**config.mk**
```make
export PLATFORM = sky130hd
export DESIGN_NAME = mips_mc_ctrl
export DESIGN_NICKNAME = d
export VERILOG_FILES = /design/src/rtl/mips_ctrl_pkg.sv /design/src/rtl/mips_alu_decoder.sv /design/src/rtl/mips_mc_ctrl.sv
export SDC_FILE = /design/constraint.sdc
export NUM_CORES = 1
export LEC_CHECK = 0
export BUFFER_PORTS_ARGS = -buffer_cell sky130_fd_sc_hd__buf_4
export CORE_MARGIN = 2
export CORE_UTILIZATION = 50
export CTS_BUF_LIST = sky130_fd_sc_hd__clkbuf_8 sky130_fd_sc_hd__clkbuf_16
export CTS_CLUSTER_DIAMETER = 150
export DETAILED_ROUTE_END_ITERATION = 6
export MAX_ROUTING_LAYER = met4
export PLACE_DENSITY = 0.79
export REMOVE_ABC_BUFFERS = 1
export SETUP_SLACK_MARGIN = 0.05
export SYNTH_ARGS = -nofsm -noshare
export SYNTH_HDL_FRONTEND = slang
export SYNTH_SLANG_ARGS = --single-unit
```
**constraint.sdc**
```tcl
create_clock -name clk -period 2.1 [get_ports clk]
set_clock_uncertainty 0.2 [all_clocks]
set_input_delay 0.21 -clock clk [delete_from_list [all_inputs] [get_ports clk]]
set_output_delay 0.21 -clock clk [all_outputs]
set_load 0.005 [all_outputs]
```
**src/rtl/mips_ctrl_pkg.sv**
```systemverilog
// Shared types and encodings for the multicycle MIPS control FSM and its ALU decoder.
package mips_ctrl_pkg;

    typedef enum logic [3:0] {
        S_FETCH  = 4'd0,
        S_DECODE = 4'd1,
        S_MEMADR = 4'd2,
        S_MEMRD  = 4'd3,
        S_MEMWB  = 4'd4,
        S_MEMWR  = 4'd5,
        S_EXEC   = 4'd6,
        S_ALUWB  = 4'd7,
        S_ADDIEX = 4'd8,
        S_ADDIWB = 4'd9,
        S_BRANCH = 4'd10,
        S_JUMP   = 4'd11
    } state_t;

    localparam logic [5:0] OP_RTYPE = 6'b000000;
    localparam logic [5:0] OP_LW    = 6'b100011;
    localparam logic [5:0] OP_SW    = 6'b101011;
    localparam logic [5:0] OP_BEQ   = 6'b000100;
    localparam logic [5:0] OP_BNE   = 6'b000101;
    localparam logic [5:0] OP_ADDI  = 6'b001000;
    localparam logic [5:0] OP_J     = 6'b000010;

    localparam logic [5:0] FN_ADD = 6'b100000;
    localparam logic [5:0] FN_SUB = 6'b100010;
    localparam logic [5:0] FN_AND = 6'b100100;
    localparam logic [5:0] FN_OR  = 6'b100101;
    localparam logic [5:0] FN_SLT = 6'b101010;
    localparam logic [5:0] FN_JR  = 6'b001000;

    typedef enum logic [1:0] {
        PC_SEQ = 2'b00,
        PC_BR  = 2'b01,
        PC_JMP = 2'b10,
        PC_REG = 2'b11
    } pcsrc_t;

    typedef enum logic [2:0] {
        ALU_AND = 3'b000,
        ALU_OR  = 3'b001,
        ALU_ADD = 3'b010,
        ALU_SUB = 3'b110,
        ALU_SLT = 3'b111
    } alu_op_t;

    typedef enum logic [1:0] {
        ACLS_NONE,
        ACLS_ADD,
        ACLS_SUB,
        ACLS_FUNCT
    } alu_class_t;

    // States that hold mem_req and wait on mem_ready.
    function automatic logic is_mem_state(input state_t s);
        return (s == S_FETCH) || (s == S_MEMRD) || (s == S_MEMWR);
    endfunction

endpackage

```
**src/rtl/mips_alu_decoder.sv**
```systemverilog
// Combinational ALU control: maps the FSM's ALU-op class and funct to alu_ctrl plus an illegal-funct flag.
module mips_alu_decoder
    import mips_ctrl_pkg::*;
(
    input  alu_class_t i_class,
    input  logic [5:0] i_funct,
    output alu_op_t    o_alu_ctrl,
    output logic       o_illegal
);

    // NOTE: every output gets a default before the case so no path can infer a latch.
    always_comb begin
        o_alu_ctrl = ALU_AND;
        o_illegal  = 1'b0;
        case (i_class)
            ACLS_ADD: o_alu_ctrl = ALU_ADD;
            ACLS_SUB: o_alu_ctrl = ALU_SUB;
            ACLS_FUNCT: begin
                case (i_funct)
                    FN_ADD:  o_alu_ctrl = ALU_ADD;
                    FN_SUB:  o_alu_ctrl = ALU_SUB;
                    FN_AND:  o_alu_ctrl = ALU_AND;
                    FN_OR:   o_alu_ctrl = ALU_OR;
                    FN_SLT:  o_alu_ctrl = ALU_SLT;
                    default: o_illegal  = 1'b1;
                endcase
            end
            default: o_alu_ctrl = ALU_AND;
        endcase
    end

endmodule

```
**src/rtl/mips_mc_ctrl.sv**
```systemverilog
// Multicycle MIPS control FSM: state register, memory timeout counter and output decode.
// Define MIPS_MC_CTRL_BNE_EN to decode opcode 000101 (bne) as a branch taken on ~zero.
module mips_mc_ctrl
    import mips_ctrl_pkg::*;
#(
    parameter int MEM_TIMEOUT = 16
) (
    input  logic       clk,
    input  logic       rst,
    input  logic [5:0] opcode,
    input  logic [5:0] funct,
    input  logic       zero,
    input  logic       mem_ready,
    output logic       pc_we,
    output logic [1:0] pcsrc,
    output logic       ir_we,
    output logic       mem_req,
    output logic       mem_we,
    output logic       iord,
    output logic       reg_we,
    output logic       regdst,
    output logic       memtoreg,
    output logic [1:0] alusrcb,
    output logic [2:0] alu_ctrl,
    output logic       illegal_op,
    output logic       mem_abort
);

    localparam int CW = (MEM_TIMEOUT > 2) ? $clog2(MEM_TIMEOUT) : 1;

    state_t        r_state, w_state_next;
    logic [CW-1:0] r_count, w_count_next;
    logic          w_mem_state, w_timeout, w_abort, w_is_bne, w_funct_illegal;
    alu_class_t    w_alu_class;
    alu_op_t       w_alu_op;

`ifdef MIPS_MC_CTRL_BNE_EN
    assign w_is_bne = (opcode == OP_BNE);
`else
    assign w_is_bne = 1'b0;
`endif

    assign w_mem_state = is_mem_state(r_state);
    assign w_timeout   = (MEM_TIMEOUT != 0) && (r_count == CW'(MEM_TIMEOUT - 1));
    assign w_abort     = w_mem_state && !mem_ready && w_timeout;

    // NOTE: async reset in the sensitivity list; state updates use non-blocking assignments only.
    always_ff @(posedge clk or posedge rst) begin
        if (rst) begin
            r_state <= S_FETCH;
            r_count <= '0;
        end else begin
            r_state <= w_state_next;
            r_count <= w_count_next;
        end
    end

    // Counter only advances while stalled in the same memory state; any exit clears it.
    always_comb begin
        w_count_next = '0;
        if (w_mem_state && !mem_ready && !w_timeout && (MEM_TIMEOUT != 0))
            w_count_next = r_count + 1'b1;
    end

    always_comb begin
        w_state_next = S_FETCH;
        case (r_state)
            S_FETCH:  w_state_next = mem_ready ? S_DECODE : S_FETCH;
            S_DECODE: begin
                case (opcode)
                    OP_RTYPE:     w_state_next = (funct == FN_JR) ? S_FETCH : S_EXEC;
                    OP_LW, OP_SW: w_state_next = S_MEMADR;
                    OP_BEQ:       w_state_next = S_BRANCH;
                    OP_ADDI:      w_state_next = S_ADDIEX;
                    OP_J:         w_state_next = S_JUMP;
                    default:      w_state_next = w_is_bne ? S_BRANCH : S_FETCH;
                endcase
            end
            S_MEMADR: w_state_next = (opcode == OP_LW) ? S_MEMRD : S_MEMWR;
            S_MEMRD:  w_state_next = mem_ready ? S_MEMWB : (w_abort ? S_FETCH : S_MEMRD);
            S_MEMWR:  w_state_next = (mem_ready || w_abort) ? S_FETCH : S_MEMWR;
            S_EXEC:   w_state_next = w_funct_illegal ? S_FETCH : S_ALUWB;
            S_ADDIEX: w_state_next = S_ADDIWB;
            default:  w_state_next = S_FETCH;
        endcase
    end

    always_comb begin
        case (r_state)
            S_FETCH, S_MEMADR, S_ADDIEX: w_alu_class = ACLS_ADD;
            S_BRANCH:                    w_alu_class = ACLS_SUB;
            S_EXEC:                      w_alu_class = ACLS_FUNCT;
            default:                     w_alu_class = ACLS_NONE;
        endcase
    end

    mips_alu_decoder u_alu_dec (
        .i_class    (w_alu_class),
        .i_funct    (funct),
        .o_alu_ctrl (w_alu_op),
        .o_illegal  (w_funct_illegal)
    );

    // Outputs are forced low while rst is high so nothing fires during reset.
    always_comb begin
        pc_we      = 1'b0;
        pcsrc      = PC_SEQ;
        ir_we      = 1'b0;
        mem_req    = 1'b0;
        mem_we     = 1'b0;
        iord       = 1'b0;
        reg_we     = 1'b0;
        regdst     = 1'b0;
        memtoreg   = 1'b0;
        alusrcb    = 2'b00;
        alu_ctrl   = 3'b000;
        illegal_op = 1'b0;
        mem_abort  = 1'b0;
        if (!rst) begin
            alu_ctrl  = w_alu_op;
            mem_abort = w_abort;
            case (r_state)
                S_FETCH: begin
                    mem_req = 1'b1;
                    alusrcb = 2'b01;
                    ir_we   = mem_ready;
                    pc_we   = mem_ready;
                end
                S_DECODE: begin
                    case (opcode)
                        OP_RTYPE: begin
                            pc_we = (funct == FN_JR);
                            pcsrc = (funct == FN_JR) ? PC_REG : PC_SEQ;
                        end
                        OP_LW, OP_SW, OP_BEQ, OP_ADDI, OP_J: ;
                        default: illegal_op = !w_is_bne;
                    endcase
                end
                S_MEMADR, S_ADDIEX: alusrcb = 2'b10;
                S_MEMRD: begin
                    mem_req = 1'b1;
                    iord    = 1'b1;
                end
                S_MEMWR: begin
                    mem_req = 1'b1;
                    mem_we  = 1'b1;
                    iord    = 1'b1;
                end
                S_MEMWB: begin
                    reg_we   = 1'b1;
                    memtoreg = 1'b1;
                end
                S_EXEC:   illegal_op = w_funct_illegal;
                S_ALUWB: begin
                    reg_we = 1'b1;
                    regdst = 1'b1;
                end
                S_ADDIWB: reg_we = 1'b1;
                S_BRANCH: begin
                    pcsrc = PC_BR;
                    pc_we = w_is_bne ? ~zero : zero;
                end
                S_JUMP: begin
                    pcsrc = PC_JMP;
                    pc_we = 1'b1;
                end
                default: ;
            endcase
        end
    end

endmodule

```
==> metrics list, run 1 <==
- Growth of design area from synthesis to finish: 39.1%
- Crit-path leading delay family: simple AND/OR/NAND/NOR gates
- The first global-routing pass estimated approximately 4500 um of wire.
- Maximum ir drop on the vdd rail: 0.531 mV
- Routed length on met2: around 1600 um
- Crit path buf inv count: 1
- For the worst setup path, the data required time is between 1500 and 2000 ps.
- The average instance in the mapped netlist occupies roughly 7.8 um^2.
- The design draws about 760 uW.
- Setup Slack @ Placement: approximately 240 ps
- Die footprint: 2330 um^2
- In the final layout, the multi-input gates occupy about 730 um^2.
- The cell area that synthesis handed to floorplanning was between 900 and 1000 um^2.
- In the routed design, unresolved DRC markers number 0.
- Total vias in the final route: about 1200
* Endpoints failing setup: 0
- Max Freq: ~0.48 GHz
* Critical setup path kind: reg2out
- Routed metal-1 wirelength: 1350 um
* Cells after Synth: between 100 and 150
* Gr usage total: 28.5%
- The min-delay analysis places its worst path in the category in2reg.
* RSZ-0062 raised after global routing: yes
- Largest family of logic cells by synthesized area: simple AND/OR/NAND/NOR gates
- Of the synthesized area, sequential elements account for between 20% and 30%.
- The clock passes through at most 2 buffers.
* Post-layout minimum cycle time: around 2100 ps
- Clock edge transition at the registers on the reported setup and hold paths: roughly 50 ps
* Max-Slew Margin vs Limit: between 50% and 60%
- Vias/cell: between 6 and 7
* Routability congestion estimate: approximately 0.86
- Of all flip-flops after synthesis, the portion carrying an async set or reset was 100%.
- After filler insertion, the fill cell instance count of the layout stands at 143.
- The post-route netlist has 38.4% of its cells at a drive strength greater than 1.
* Critical hold path startpoint: opcode[4]
- Pins Over Slew Limit: 0
- For this run the aggregate overflow at the end of global routing stands at 0.
- Summed over all cells, the static leakage comes to a little under 0.0006 uW.
* Number of nets in the final layout: between 150 and 200
- Crit-path max FO: 7
- DP Wirelength: around 2200 um
- The clock network is responsible for 25.2% of the overall power.
- Buffers on Ports: 32
* Switch Pwr: roughly 280 uW
* Startpoint of the most critical setup path: r_state[3]
- Of the total synthesized cell area, the portion taken by full adders, half adders and majority gates is around 1.3%.
- Final hold analysis gives a worst-case slack of 116 ps.
* Final worst-path cycle share: between 90% and 100%
- Of the total power, registers draw 27.9%.
- Leading cell type in the layout, fill and taps excluded: sky130_fd_sc_hd__buf_4
- Post-synthesis simple-gate area fraction: between 40% and 50%
- The worst setup path is launched from a flop.
* CTS Buf Count: 3
- Largest net degree at the start of global routing: 15
- After detailed routing, the met3 layer carries about 220 um of wire.
- Number of distinct standard cells referenced by the synthesized netlist: approximately 50
- Worst endpoint data arrival time: between 1500 and 2000 ps
* Critical Path End Type: output port
* Number of standard cells in the layout, taps in and fillers out: ~190
- In this run switching power makes up between 30% and 40% of total power.
- Die W: 48.2 um
* Dominant synthesized flop cell: sky130_fd_sc_hd__dfrtp_1
- Setup slack closes at 5.82 ps.
* Delay of the slowest critical-path stage: approximately 450 ps
* Compound-Gate Fraction of Synth Area: 21.5%
* Root buf cell: sky130_fd_sc_hd__clkbuf_8
- Yosys mapped a number of flops with a built-in enable equal to 0.
- Number of antenna violations at the first check in global routing: 0
- Die Y: 48.2 um
- Detail Route Antenna Nets: 0
* Internal: around 480 uW
- In this run the count of I/O pins placed on the die edge is 33.
* Combinational share of power: 46.9%
* Post-synthesis register bit count: 8
- At the later pin of the worst-skew pair, clock insertion delay measures roughly 230 ps.
- Row count: 15
* H-Tree Depth: 1
- The highest metal layer carrying signal wires in the routed design is met4.
* Ys Warns: 0
- The top cell types in the final layout, fill and taps aside, are sky130_fd_sc_hd__buf_4, sky130_fd_sc_hd__nor2_1, sky130_fd_sc_hd__nor3_1.
- TritonCTS clock tree: done
- Detailed router's first-iteration violation count: 60
* Initial Utilization: between 50% and 60%
* Cells along the critical path: and2b_1 -> nand2_2 -> or2_2 -> nor3_1 -> buf_4
- Post-Place Cells: 180
- Hold violation total from the final report: 0
- Antenna diode instance count: 0
- Vias in the first global route: 997
* Reg-to-reg critical path startpoint: r_state[3]
- Summing all flip-flop and latch instances after layout gives around 210 um^2.
* Worst reg-to-reg setup slack: ~290 ps
* Multiplexer area fraction after synthesis: between 1 and 1.5%
- Setup_tns: 0 ps
* Actual slew at the worst max-slew pin: between 600 and 700 ps
- Wires add up to 3240 um.
- For this design, the slowest cell found on the critical path is sky130_fd_sc_hd__dfrtp_2.
* Max Cap Viol: 0
* Post-synthesis xor/xnor area fraction: between 4 and 5%
- Before antenna repair, the detailed router went through 4 iterations.
* Clock Sink Count: 8
- Dividing the detail-routed wire length by the instance count gives between 15 and 20 um.
- The run finished with clean final reports.
* Pwr dens: roughly 560 nW/um^2
* Core area: 1780 um^2
logic make-up after synthesis:
group,count (synthesis)
AND/OR/NAND/NOR,68
AO/OA/AOI/OAI,29
buffers and inverters,14
flip-flops,8
XOR/XNOR,5
multiplexers,1
adder cells (fa/ha/maj),1
sequential cells by signal, summed over array words and instances (netlist names):
register / count
r_count: 4
r_state: 4
power groups by stage:
stage | Sequential, uW | Combinational [uW] | Clock [uW]
floorplan | 219 | 147 | 0
detailed placement | 206 | 296 | 0
global placement | 205 | 289 | 0
CTS | 204 | 305 | 187
global route | 214 | 385 | 200
finish | 211 | 355 | 191
synthesized netlist by cell type (2+ instances only):
library cell / count / area, um^2
sky130_fd_sc_hd__nor4b_1: 2 / 17.5
sky130_fd_sc_hd__xnor2_1: 3 / 26.3
sky130_fd_sc_hd__and3_1: 2 / 12.5
sky130_fd_sc_hd__o21ai_0: 4 / 20.0
sky130_fd_sc_hd__nand3b_1: 2 / 15.0
sky130_fd_sc_hd__buf_4: 2 / 15.0
sky130_fd_sc_hd__inv_1: 5 / 18.8
sky130_fd_sc_hd__nor2b_1: 2 / 12.5
sky130_fd_sc_hd__o21a_1: 2 / 15.0
sky130_fd_sc_hd__dfrtp_1: 8 / 200
sky130_fd_sc_hd__nand4b_1: 2 / 17.5
sky130_fd_sc_hd__nand2_1: 7 / 26.3
sky130_fd_sc_hd__o22ai_1: 2 / 12.5
sky130_fd_sc_hd__nor3_1: 8 / 40.0
sky130_fd_sc_hd__or2_1: 2 / 12.5
sky130_fd_sc_hd__a31oi_1: 3 / 18.8
sky130_fd_sc_hd__nor4_1: 2 / 12.5
sky130_fd_sc_hd__nand3_1: 6 / 30.0
sky130_fd_sc_hd__a21oi_1: 4 / 20.0
sky130_fd_sc_hd__buf_6: 2 / 22.5
sky130_fd_sc_hd__buf_2: 3 / 15.0
sky130_fd_sc_hd__o211ai_1: 2 / 15.0
sky130_fd_sc_hd__nand2b_1: 6 / 37.5
sky130_fd_sc_hd__or4_1: 2 / 15.0
sky130_fd_sc_hd__a211oi_1: 3 / 22.5
sky130_fd_sc_hd__xor2_1: 2 / 17.5
sky130_fd_sc_hd__o41ai_1: 2 / 17.5
sky130_fd_sc_hd__nor2_1: 13 / 48.8
layout make-up:
cell class | count | share of cell area [%]
Clock buffer | 3 | 3.03
Tap cell | 25 | 2.30
Multi-Input combinational cell | 104 | 53.5
Sequential cell | 8 | 15.1
Timing Repair Buffer | 44 | 24.7
Inverter | 5 | 1.38
repair_timing:
item,CTS,global route
resized for setup,2,9
endpoints found under the hold margin,8,0
endpoints found under the setup margin,5,8
pin swaps,0,1
buffers inserted,1,4
hold buffers,1,0
worst paths after layout:
path                                    end  cells past startpoint
worst max-delay path            alu_ctrl[0]                      5
worst min-delay path             r_state[1]                      3
worst max register to register   r_state[2]                      4
worst min register to register   r_count[0]                      1
max in group asynchronous        r_state[1]                      4
min in group asynchronous        r_count[1]                      4
layer usage:
layer  vias to the layer above  track usage, %
met5                         -               -
met4                         0            4.86
met3                         8            3.33
met2                        72            48.9
met1                       560            36.2
li1                        543               -
worst min-delay path: stages:
cell and delay (ps):
sky130_fd_sc_hd__buf_4 110, sky130_fd_sc_hd__nand4b_1 100, sky130_fd_sc_hd__nand3_1 70
through the flow:
step	cell area (um^2)	utilization, %
finish	1360	76.4
global route	1360	76.4
CTS	1300	72.7
detailed placement	1220	68.7
global placement	1220	68.7
floorplan	908	-
(Power assumes the default switching activity.)
==> run 2: changes to the inputs <==
--- a/config.mk
+++ b/config.mk
@@ -7,12 +7,13 @@
 export LEC_CHECK = 0
 export BUFFER_PORTS_ARGS = -buffer_cell sky130_fd_sc_hd__buf_4
 export CORE_MARGIN = 2
-export CORE_UTILIZATION = 50
+export CORE_UTILIZATION = 54
 export CTS_BUF_LIST = sky130_fd_sc_hd__clkbuf_8 sky130_fd_sc_hd__clkbuf_16
 export CTS_CLUSTER_DIAMETER = 150
 export DETAILED_ROUTE_END_ITERATION = 6
+export HOLD_SLACK_MARGIN = 0.05
 export MAX_ROUTING_LAYER = met4
-export PLACE_DENSITY = 0.79
+export PLACE_DENSITY = 0.85
 export REMOVE_ABC_BUFFERS = 1
 export SETUP_SLACK_MARGIN = 0.05
 export SYNTH_ARGS = -nofsm -noshare
==> constraint.sdc (replaced) <==
create_clock -name clk -period 2.6 [get_ports clk]
set_clock_uncertainty 0.2 [all_clocks]
set_input_delay 0.26 -clock clk [delete_from_list [all_inputs] [get_ports clk]]
set_output_delay 0.26 -clock clk [all_outputs]
set_load 0.005 [all_outputs]
==> run 2 against run 1 <==
Compared with the run above:
- sequential power down 11%
- worst setup slack better by 250 ps
- die area down 6.8%
- design area down 9.0%
- critical path depth down 1
- largest cell class unchanged
- highest routed layer unchanged
==> metrics list, run 2 (same netlist as run 1, synthesis figures left out) <==
- Clock-pin slew was measured on the worst setup and hold paths at 40 ps.
* Type of element launching the critical path: flop
- Leakage Power: around 0.00052 uW
- CTS Buf Count: 3
- The layout has between 100 and 150 filler cells.
- In the final layout, the multi-input gates occupy just under 700 um^2.
- Vias/cell: 5.91
* Critical Path End Type: output port
* Crit-path max FO: 21
- Max Freq: approximately 0.43 GHz
- Final non-filler cell area: 1240 um^2
- At the pin with the least slew margin, the transition time is just under 700 ps.
- Die footprint: about 2200 um^2
* DP Wirelength: between 1500 and 2000 um
- Setup_tns: 0 ps
* Core area: 1710 um^2
* Critical hold path startpoint: opcode[4]
- At the worst endpoint, the required time is 2140 ps.
- Combinational logic burns roughly 38% of the power.
- Detailed router's first-iteration violation count: 38
- The critical path in this run is classified as reg2out.
* # hold bufs at CTS: 1
* Post-layout util: between 70% and 80%
* Hold violation total from the final report: 0
- Pins Over Slew Limit: 0
* Leading cell type in the layout, fill and taps excluded: sky130_fd_sc_hd__buf_4
* First drt pass iteration count: 4
* Switch Pwr: 188 uW
- Die Y: 46.6 um
- The final layout contains ~170 nets.
* Cell area reported after detailed placement: 1190 um^2
- Gr usage total: 26.1%
- The worst register-to-register path begins at r_state[1].
- Detailed routing inserted a total of 1058 vias.
- Setup repair after global routing left no endpoint under its margin.
* Max-Slew Margin vs Limit: between 50% and 60%
- Routability congestion estimate: between 0.9 and 1
- Leaving out fill and tap cells, the most frequent cells in the layout are sky130_fd_sc_hd__buf_4, sky130_fd_sc_hd__nor2_1, sky130_fd_sc_hd__nor3_1, sky130_fd_sc_hd__dfrtp_1, sky130_fd_sc_hd__nand2_1.
* Die W: between 40 and 50 um
- In the routed design, unresolved DRC markers number 0.
- Portion of total power attributed to the clock network: between 20% and 30%
- Pwr dens: approximately 430 nW/um^2
* Post-CTS setup buffer count: 0
* Class of the worst hold path: in2reg
- The tool flagged a number of max-cap violations equal to 0.
- Data arrives at the worst endpoint at around 1900 ps.
* Antenna diode instance count: 0
- The clock drives 8 sinks.
- Net switching is about a third of the power.
- Vias in the first global route: 960
- Input and output buffers added on the ports amount to 32.
- The sequential cells in the finished layout cover a total of 200 um^2.
* Largest net degree at the start of global routing: 22
- Gr ovfl total: 0
* Final worst-path cycle share: around nine tenths
* Routed wire per std cell: around 14 um
* Startpoint of the most critical setup path: r_state[1]
- Maximum ir drop on the vdd rail: 0.285 mV
* Internal: approximately 350 uW
- In this run the number of H-tree levels came out at 1.
- Relative to the synthesized area, the layout overhead comes to 26.6%.
- Clock latency at the later pin of the worst-skew pair: approximately 220 ps
* Detail Route Antenna Nets: 0
* Gates resized, CTS repair: 0
* Number of antenna violations at the first check in global routing: 0
- Once the floorplan was initialized, standard cells occupied around 57% of the core.
* Worst hold slack across all endpoints: between 150 and 200 ps
- The run finished with clean final reports.
- For the finished layout, the period the worst path requires is 2340 ps.
- In this run the core area contains 15 standard-cell rows.
* Number of ports placed on the die boundary: 33
* Routed Wire Length: ~2500 um
- The first global-routing pass estimated 4000 um of wire.
* Endpoints failing setup: 0
- No sink is reached through more buffers than the 2 on the longest clock path.
* Part of the power in registers: between 30% and 40%
- Root buf cell: sky130_fd_sc_hd__clkbuf_8
- The largest registers in the layout are r_count: 4 flops, r_state: 4 flops.
- TritonCTS built the clock tree.
- The post-route netlist has between 20 and 30% of its cells at a drive strength greater than 1.
## run 2: cell types whose count changed in the layout (fill, tap and decap cells not counted), sizes merged
| cell | previous run | this run |
|---|---|---|
| buf | 43 | 33 |
## run 2: routing by layer
metal / share of wire, % / routed length, um / global-route usage [%] / up-vias
met1: 41 / 1050 / 29.2 / 480
met2: 52 / 1330 / 48.3 / 47
li1: - / - / - / 528
met3: 5.6 / 143 / 1.96 / 3
met4: 0.39 / 10 / 8.00 / 0
met5: 0 / 0 / - / -
## run 2: area by class of cell
type,count,area share [%]
sequential,8,16.2
inverter,5,1.52
clock buffer,3,3.33
tap,25,2.53
multi-input combinational,104,55.7
timing repair buffer,34,20.8
## run 2: path summary, 6_finish.rpt
kind	depth (start not counted)	end	slack, ps
max in group asynchronous	4	r_count[2]	1620
min reg2reg	1	r_count[0]	310
max reg2reg	4	r_state[0]	660
min	3	r_state[1]	150
max	4	pc_we	260
min in group asynchronous	4	r_state[1]	450
## run 2: worst max-delay path: stages, from the launching register on
cell and delay (ps):
sky130_fd_sc_hd__dfrtp_1 620, sky130_fd_sc_hd__nand2b_1 340, sky130_fd_sc_hd__nor4_1 400, sky130_fd_sc_hd__o21a_1 190, sky130_fd_sc_hd__buf_4 110
## run 2: metrics by stage
stage,setup WS [ps],power (uW),instances
after global placement,566,379,175
after global routing,138,568,179
after CTS,276,535,179
after detailed placement,514,385,175
final,258,534,179
after floorplan,805,296,117
## run 2: power by group through the flow
stage | logic, uW | clock network, uW | registers [uW]
after floorplan | 119 | 0 | 176
after global placement | 193 | 0 | 186
after detailed placement | 197 | 0 | 189
after CTS | 200 | 147 | 187
after global routing | 223 | 153 | 192
final | 201 | 145 | 188
